$ cat config.mk
export PLATFORM = sky130hd
export DESIGN_NAME = fetch_unit
export DESIGN_NICKNAME = d
export VERILOG_FILES = /design/src/rtl/fetch_unit.sv
export SDC_FILE = /design/constraint.sdc
export NUM_CORES = 1
export LEC_CHECK = 0
export BUFFER_PORTS_ARGS = -buffer_cell sky130_fd_sc_hd__buf_2
export CORE_MARGIN = 2
export CORE_UTILIZATION = 31
export DETAILED_ROUTE_END_ITERATION = 16
export PLACE_DENSITY = 0.52
export SETUP_SLACK_MARGIN = 0.02
export SYNTH_ARGS = -nofsm -noshare
export SYNTH_HDL_FRONTEND = slang
export SYNTH_SLANG_ARGS = --single-unit
$ cat constraint.sdc
create_clock -name clk_i -period 3.4 [get_ports clk_i]
set_clock_uncertainty 0.1 [all_clocks]
set_input_delay 0.17 -clock clk_i [delete_from_list [all_inputs] [get_ports clk_i]]
set_output_delay 0.17 -clock clk_i [all_outputs]
set_load 0.02 [all_outputs]
$ cat src/rtl/fetch_unit.sv
// Instruction-fetch stage: owns the PC, issues word-aligned requests over a
// req/ack instruction-memory handshake with arbitrary latency, and loads the
// IF/ID pipeline register. Redirects from MEM take priority over stalls; a
// redirect that lands while a request is still outstanding waits in DROP
// until the stale response has been absorbed.
module fetch_unit #(
    parameter logic [31:0] RESET_PC = 32'h0000_0000
) (
    input  logic        clk_i,
    input  logic        rst_i,
    input  logic        stall_i,
    input  logic        redirect_i,
    input  logic [31:0] redirect_pc_i,
    output logic        imem_req_o,
    output logic [31:0] imem_addr_o,
    input  logic        imem_ack_i,
    input  logic [31:0] imem_data_i,
    output logic        ifid_valid_o,
    output logic [31:0] ifid_pc4_o,
    output logic [31:0] ifid_instr_o
);

    typedef enum logic [1:0] {
        ST_FETCH = 2'd0,
        ST_HOLD  = 2'd1,
        ST_DROP  = 2'd2
    } state_t;

    state_t      r_state;
    logic [31:0] r_pc;
    logic [31:0] r_pending_pc;
    logic [31:0] r_hold_buf;
    logic        r_ifid_valid;
    logic [31:0] r_ifid_pc4;
    logic [31:0] r_ifid_instr;

    logic [31:0] w_pc_plus4;
    logic [31:0] w_target;

    // Branch targets are always word aligned; the low two bits are dropped.
    function automatic logic [31:0] word_align(input logic [31:0] addr);
        return addr & 32'hFFFF_FFFC;
    endfunction

    assign w_pc_plus4 = r_pc + 32'd4;          // wraps modulo 2^32
    assign w_target   = word_align(redirect_pc_i);

    // A request is outstanding in FETCH and DROP; HOLD already owns its data.
    // Reset forces the request low immediately, independent of the clock.
    assign imem_req_o   = rst_i & ((r_state == ST_FETCH) | (r_state == ST_DROP));
    assign imem_addr_o  = r_pc;
    assign ifid_valid_o = r_ifid_valid;
    assign ifid_pc4_o   = r_ifid_pc4;
    assign ifid_instr_o = r_ifid_instr;

    // Fetch FSM: PC, pending redirect target, hold buffer and IF/ID register.
    always_ff @(posedge clk_i or negedge rst_i) begin
        if (!rst_i) begin
            r_state      <= ST_FETCH;
            r_pc         <= RESET_PC;
            r_pending_pc <= RESET_PC;
            r_hold_buf   <= 32'h0000_0000;
            r_ifid_valid <= 1'b0;
            r_ifid_pc4   <= 32'h0000_0000;
            r_ifid_instr <= 32'h0000_0000;
        end else begin
            case (r_state)
                ST_FETCH: begin
                    if (redirect_i) begin
                        // Wrong-path fetch: squash IF/ID and steer the PC.
                        r_ifid_valid <= 1'b0;
                        if (imem_ack_i) begin
                            r_pc <= w_target;
                        end else begin
                            // Request still in flight; its response must be drained first.
                            r_pending_pc <= w_target;
                            r_state      <= ST_DROP;
                        end
                    end else if (stall_i) begin
                        if (imem_ack_i) begin
                            // Park the word so memory is not asked twice.
                            r_hold_buf <= imem_data_i;
                            r_state    <= ST_HOLD;
                        end
                    end else if (imem_ack_i) begin
                        r_ifid_valid <= 1'b1;
                        r_ifid_pc4   <= w_pc_plus4;
                        r_ifid_instr <= imem_data_i;
                        r_pc         <= w_pc_plus4;
                    end else begin
                        // Memory still busy: hand a bubble to ID.
                        r_ifid_valid <= 1'b0;
                    end
                end

                ST_HOLD: begin
                    if (redirect_i) begin
                        r_ifid_valid <= 1'b0;
                        r_pc         <= w_target;
                        r_state      <= ST_FETCH;
                    end else if (!stall_i) begin
                        r_ifid_valid <= 1'b1;
                        r_ifid_pc4   <= w_pc_plus4;
                        r_ifid_instr <= r_hold_buf;
                        r_pc         <= w_pc_plus4;
                        r_state      <= ST_FETCH;
                    end
                end

                ST_DROP: begin
                    // Nothing from the stale request may reach ID; stall is irrelevant here.
                    r_ifid_valid <= 1'b0;
                    if (imem_ack_i) begin
                        r_pc    <= redirect_i ? w_target : r_pending_pc;
                        r_state <= ST_FETCH;
                    end else if (redirect_i) begin
                        r_pending_pc <= w_target;
                    end
                end

                default: begin
                    r_ifid_valid <= 1'b0;
                    r_state      <= ST_FETCH;
                end
            endcase
        end
    end

endmodule

==> summary.txt, run 1 <==
Outcome
  • Status: complete, no violations

Synthesis
  • Synth Instances: 730
  • Yosys Warn Count: 0
  • Synth area leader: dfrtp_1
  • Post-synth top area share: 53.4%
  • Mapped Area: approximately 0.0076 mm^2
  • Yosys reg bits: roughly 160
  • Seq/Total Area, Yosys: 53.4%
  • Syn Area/Cell: 10.5 um^2
  • Dominant cells by area after synthesis: dfrtp_1 53%, mux2_2 9.6%, o21ai_0 6.0%
  • Syn nets: 800
  • Ys async rst share: 100%
  • Main flop type after synthesis: dfrtp_1
  • Count of cell types in the netlist: 55
  • Post-synth EDFFs: 0

Placed design
  • GP Congestion: between 0.7 and 0.8
  • DP HPWL: between 10,000 and 15,000 um
  • Port bufs: 164

Timing
  • Relative slew slack: 52.2%
  • Hold Fails Final Rpt: 0
  • Fmax: roughly 400 MHz
  • Slew Limit Fails: 0
  • Tcrit/Tclk final: 74.0%
  • RSZ-0062 raised after global routing: no
  • Final setup viols: 0
  • Setup TNS: 0 ns
  • Worst hold slack: 0.0261 ns
  • Slew @ Worst Pin: 0.716 ns
  • Fin crit period: 2.52 ns

Route
  • Total number of vias: 6,087
  • WL/cell: roughly 17 um
  • Routed Antenna Nets: 0
  • DRC: 0
  • Vias per cell: 4.77
  • DRT Pass-1 Iters: 4
  • Starting DRT DRC Count: around 430
  • Final WL: 21,200 um

CTS
  • Number of CTS-inserted buffers: 17
  • Clock Path Buffers: 2
  • CTS tree: built
  • CTS Root Cell: clkbuf_16
  • Clock Sinks: about 160
  • Hold_buf cts: 63
  • CTS resizes: 0
  • CTS H-tree lvls: 4
  • Worst skew pair latency: 0.42 ns
  • Clock transition at path regs: 0.07 ns
  • Setup Buffers After CTS: 0

Critical path
  • Critical path's largest stage delay: 0.60 ns
  • Crit-path cells: ha_1 > nand3_2 > nor4_1 > nor3b_2 > xnor2_1 > o21ai_0
  • Slowest CP cell: nor4_1
  • CP arrival: about 2.7 ns
  • Setup CP Type: reg -> reg
  • Startpoint Class: flip-flop
  • Critical Path RT: 3.60 ns
  • Crit Path Max Fanout: 8
  • CP endpoint kind: flip-flop

Floorplan
  • # rows: 57
  • I/O pin count: approximately 170
  • Die X: approximately 160 um
  • Core Box Area: 0.0242 mm^2
  • Die Ht: 161 um
  • Total die area: 0.0259 mm^2
  • Initial Utilization: between 30% and 40%

Global routing
  • Initial antenna violation count: 0
  • GRT Total Usage: between 15 and 20%
  • Total grt overflow: 0
  • Largest net degree at the start of global routing: 72
  • First-pass GRT wire length: 33,500 um
  • Vias in the first global route: roughly 5.7k

Min path
  • Hold WC Path Type: in -> reg

Finish
  • Fill cells: 2,442
  • Ant. Diodes: 0
  • Nets: 1,010
  • Area Overhead vs Synth: 31.6%
  • Ratio of cells with drive above 1 in the final layout: 30.5%

Pwr
  • Leak Pwr: between 0.004 and 0.005 uW
  • Maximum VDD drop: roughly 0.00027 V
  • Power Density: 617 mW/mm^2

Run
  • Max-cap violation count: 0
==> power breakdown <==
part | total, uW | internal (uW) | switching, uW | leakage, uW
Sequential | 2680 | 2360 | 322 | 0.00201
Clock | 1980 | 1060 | 916 | 0.000297
Combinational | 1550 | 617 | 928 | 0.00222
Total | 6200 | 4040 | 2170 | 0.00452
==> Yosys cell counts (4+ instances only) <==
cell	number
xor2_1	9
clkbuf_1	32
or3_1	4
xnor2_1	18
and3_1	17
o211ai_1	4
nor2_1	26
o21ai_0	91
nand2_1	113
a211oi_1	4
a31oi_1	4
buf_1	4
mux2_2	65
a21oi_1	30
a221o_1	5
and4_1	5
a221oi_1	4
nand3_1	19
buf_2	13
dfrtp_1	163
nor2b_1	5
nor4_1	4
inv_1	6
mux2i_1	32
nand4_1	7
==> cell families (layout without fill, tap and decap cells) <==
group	after synthesis	count (layout)	synth area share (%)
and+or+nand+nor	222	222	14.2
AOI/OAI and AO/OA	162	162	12.2
buffers and inverters	58	281	3.18
xor gates and xnor gates	27	27	3.09
muxes	97	97	13.8
DFF	163	163	53.4
adders and majority gates	1	1	0.164
==> through the flow <==
stage                     util [%]  setup WS [ns]  total power [uW]  std cells  cell area (um^2)
final                         41.5          0.884              6200       1277             10100
after global placement        36.4          0.963              4200       1182              8820
after CTS                     41.5          0.898              6300       1277             10100
after floorplan                  -           1.25              3590        730              7640
after global routing          41.5          0.715              6570       1277             10100
after detailed placement      36.4          0.915              4230       1182              8820
==> worst max-delay path, delay by kind of cell, from the launching register on <==
kind / cells / cell delay, ns
simple gates: 3 / 1.24
fa+ha+maj: 1 / 0.25
flops: 1 / 0.49
compound gates: 1 / 0.11
xor+xnor: 1 / 0.21
==> final timing paths <==
| kind | start | cells after the start | to | slack, ns |
|---|---|---|---|---|
| setup reg to reg | imem_addr_o[2]$_DFFE_PN0P_ | 6 | ifid_pc4_o[26]$_DFFE_PN0P_ | 0.88 |
| min in group asynchronous | rst_i | 2 | r_pending_pc[18]$_DFFE_PN0P_ | 0.21 |
| hold reg to reg | ifid_instr_o[18]$_DFFE_PN0P_ | 2 | ifid_instr_o[18]$_DFFE_PN0P_ | 0.37 |
| max in group asynchronous | rst_i | 3 | r_hold_buf[30]$_DFFE_PN0P_ | 2.15 |
| setup / recovery | imem_addr_o[2]$_DFFE_PN0P_ | 6 | ifid_pc4_o[26]$_DFFE_PN0P_ | 0.88 |
| hold / removal | imem_ack_i | 3 | r_state[1]$_DFFE_PN0P_ | 0.03 |
==> layout by cell type, fill, tap and decap left out, types with 4 or more instances in the layout <==
cell           instances
clkbuf_16             17
nor2_1                25
inv_6                  4
or3_1                  4
nand4_1                7
a31oi_1                4
and3_1                17
a211oi_1               4
a221o_1                5
nand3_1               19
mux2_2                65
nand2_1              112
buf_4                 14
nor2b_1                4
nor4_1                 4
dlygate4sd3_1         63
mux2i_1               32
o211ai_1               4
o21ai_0               91
xnor2_1               18
buf_2                163
a21oi_1               30
dfrtp_1              163
and4_1                 5
xor2_1                 9
a221oi_1               4
inv_1                  6
inv_8                  5
==> metal layers <==
layer	global-route usage, %	wire (um)	part of all wire [%]	vias to the layer above
met2	24.5	9640	45	136
met1	24.9	10600	50	2939
met3	3.34	844	4.0	10
met5	0	0	0	-
met4	4.02	189	0.89	0
li1	-	-	-	3002
==> registers in the layout, indices dropped and copies added, names as in the netlist <==
signal / count
imem_addr_o: 32
ifid_valid_o: 1
r_hold_buf: 32
r_state: 2
ifid_pc4_o: 32
r_pending_pc: 32
ifid_instr_o: 32
==> final cells by class <==
cell class,count,area [um^2],share of cell area [%]
Tap cell,324,405,4.03
Timing Repair Buffer,243,1600,15.9
Sequential cell,163,4080,40.5
Multi-Input combinational cell,509,3340,33.2
Clock inverter,15,186,1.85
Clock buffer,17,425,4.23
Inverter,6,22.5,0.224
Note: power is estimated with default switching activity, not from simulation.
==> inputs of run 2 (changes only) <==
Clock period 3.4 ns to 2.5 ns, I/O delays scaled along.
==> summary.txt, run 2 (synthesis results as in run 1) <==
Route
  • DRT Pass-1 Iters: 4
  • Routed Antenna Nets: 0
  • Total number of vias: 6,166
  • Final WL: 21,200 um
  • WL/cell: around 16 um
  • Vias per cell: ~4.8
  • DRC: 0
  • Starting DRT DRC Count: 426

Floorplan
  • Initial Utilization: 31.5%
  • Core Box Area: 0.0242 mm^2
  • I/O pin count: ~170
  • Die Ht: between 150 and 200 um
  • Total die area: 0.0259 mm^2
  • # rows: 57
  • Die X: 161 um

CTS
  • Clock Sinks: about 160
  • CTS H-tree lvls: 4
  • CTS resizes: 0
  • Clock Path Buffers: 2
  • Clock transition at path regs: 0.07 ns
  • CTS Root Cell: clkbuf_16
  • Worst skew pair latency: between 0.4 and 0.5 ns
  • CTS tree: built
  • Number of CTS-inserted buffers: 17

Timing
  • Setup TNS: 0 ns
  • Slew Limit Fails: 0
  • Relative slew slack: 56.8%
  • Fmax: 465 MHz
  • Fin crit period: 2.15 ns
  • Tcrit/Tclk final: 86.0%
  • Hold Fails Final Rpt: 0
  • Final setup viols: 0
  • Slew @ Worst Pin: approximately 0.65 ns
  • RSZ-0062 raised after global routing: no

Finish
  • Nets: 1,026
  • Final Cell Area: a little over 0.01 mm^2
  • Fill cells: 2,415
  • Most frequent cells in the layout: 163 x dfrtp_1, 163 x buf_2, 112 x nand2_1
  • Ratio of cells with drive above 1 in the final layout: 31.6%
  • Area Overhead vs Synth: 33.2%
  • Final Util: 42.0%
  • Ant. Diodes: 0

Critical path
  • Startpoint Class: flip-flop
  • Critical Path RT: ~2.7 ns
  • CP endpoint kind: flip-flop
  • Slowest CP cell: dfrtp_1
  • Critical path's largest stage delay: 0.44 ns
  • Crit Path Max Fanout: 6
  • Crit-path cells: ha_1 > nand3_2 > nor4_1 > buf_4 > nor3b_2 > xnor2_1 > o21ai_0
  • CP arrival: around 2.4 ns
  • Setup CP Type: reg -> reg

Global routing
  • Total grt overflow: 0
  • Initial antenna violation count: 0
  • Largest net degree at the start of global routing: 73
  • GRT Total Usage: between 10% and 20%
  • First-pass GRT wire length: between 30,000 and 40,000 um
  • Vias in the first global route: 5,795

Placed design
  • Port bufs: 164
  • Post-DP Area: 0.00896 mm^2
  • DP HPWL: approximately 15,000 um
  • GP Congestion: 0.855

Pwr
  • Power Density: 821 mW/mm^2
  • Leak Pwr: 0.00460 uW
  • Maximum VDD drop: roughly 0.00035 V

Outcome
  • Status: complete, no violations

Run
  • Max-cap violation count: 0

Min path
  • Hold WC Path Type: in -> async
==> run 2: cell count changes in the layout (fill, tap and decap cells not counted), sizes merged <==
cell,change
bufinv,-1
clkinv,+3
buf,+15
inv,-2
dlygate4sd3,+1
==> run 2: repair_timing <==
| action | in CTS | in global routing |
|---|---|---|
| endpoints found under the hold margin | 278 | 0 |
| hold buffers | 64 | 0 |
| setup buffers | 0 | 0 |
==> run 2: final cells by class <==
| type | instances | area [um^2] | area share [%] |
|---|---|---|---|
| Sequential cell | 163 | 4080 | 40.0 |
| Multi-Input combinational cell | 509 | 3340 | 32.8 |
| Timing Repair Buffer | 259 | 1750 | 17.2 |
| Clock buffer | 17 | 425 | 4.18 |
| Tap cell | 324 | 405 | 3.98 |
| Clock inverter | 15 | 163 | 1.60 |
| Inverter | 6 | 22.5 | 0.221 |
==> run 2: path summary, 6_finish.rpt <==
| check | from | end | slack, ns | depth (start not counted) |
|---|---|---|---|---|
| max reg2reg | imem_addr_o[3]$_DFFE_PN0P_ | ifid_pc4_o[26]$_DFFE_PN0P_ | 0.35 | 7 |
| max | imem_addr_o[3]$_DFFE_PN0P_ | ifid_pc4_o[26]$_DFFE_PN0P_ | 0.35 | 7 |
| max in group asynchronous | rst_i | r_hold_buf[20]$_DFFE_PN0P_ | 1.60 | 3 |
| min reg2reg | ifid_pc4_o[6]$_DFFE_PN0P_ | ifid_pc4_o[6]$_DFFE_PN0P_ | 0.37 | 2 |
| min in group clk_i | redirect_i | imem_addr_o[6]$_DFFE_PN0P_ | 0.05 | 3 |
| min | rst_i | r_pending_pc[25]$_DFFE_PN0P_ | 0.02 | 2 |
==> run 2: metal layers <==
metal | track usage [%] | up-vias | share of wire, %
met5 | 0 | - | 0
met4 | 4.87 | 0 | 1.6
met3 | 3.39 | 18 | 3.7
met2 | 24.3 | 144 | 44
met1 | 24.4 | 2972 | 51
li1 | - | 3032 | -
==> run 2: metrics by stage <==
stage / power, uW / setup slack, ns / instances / hold WS (ns)
2_1_floorplan: 4880 / 0.346 / 730 / -0.271
3_3_place_gp: 5730 / 0.418 / 1197 / -0.102
3_5_place_dp: 5780 / 0.367 / 1197 / -0.100
4_1_cts: 8460 / 0.353 / 1293 / 0.00987
5_1_grt: 8840 / 0.162 / 1293 / 0.0320
6_report: 8360 / 0.349 / 1293 / 0.0169
==> run 2: worst max-delay path, delay by kind of cell (launching register included) <==
kind	cells	cell delay (ns)
compound gates	1	0.10
xor+xnor	1	0.17
fa+ha+maj	1	0.24
buf+inv	1	0.17
flops	1	0.44
simple gates	3	0.81
==> run 2: power breakdown <==
group | switching (uW) | internal [uW]
registers | 427 | 3210
clock network | 1250 | 1340
logic | 1280 | 862
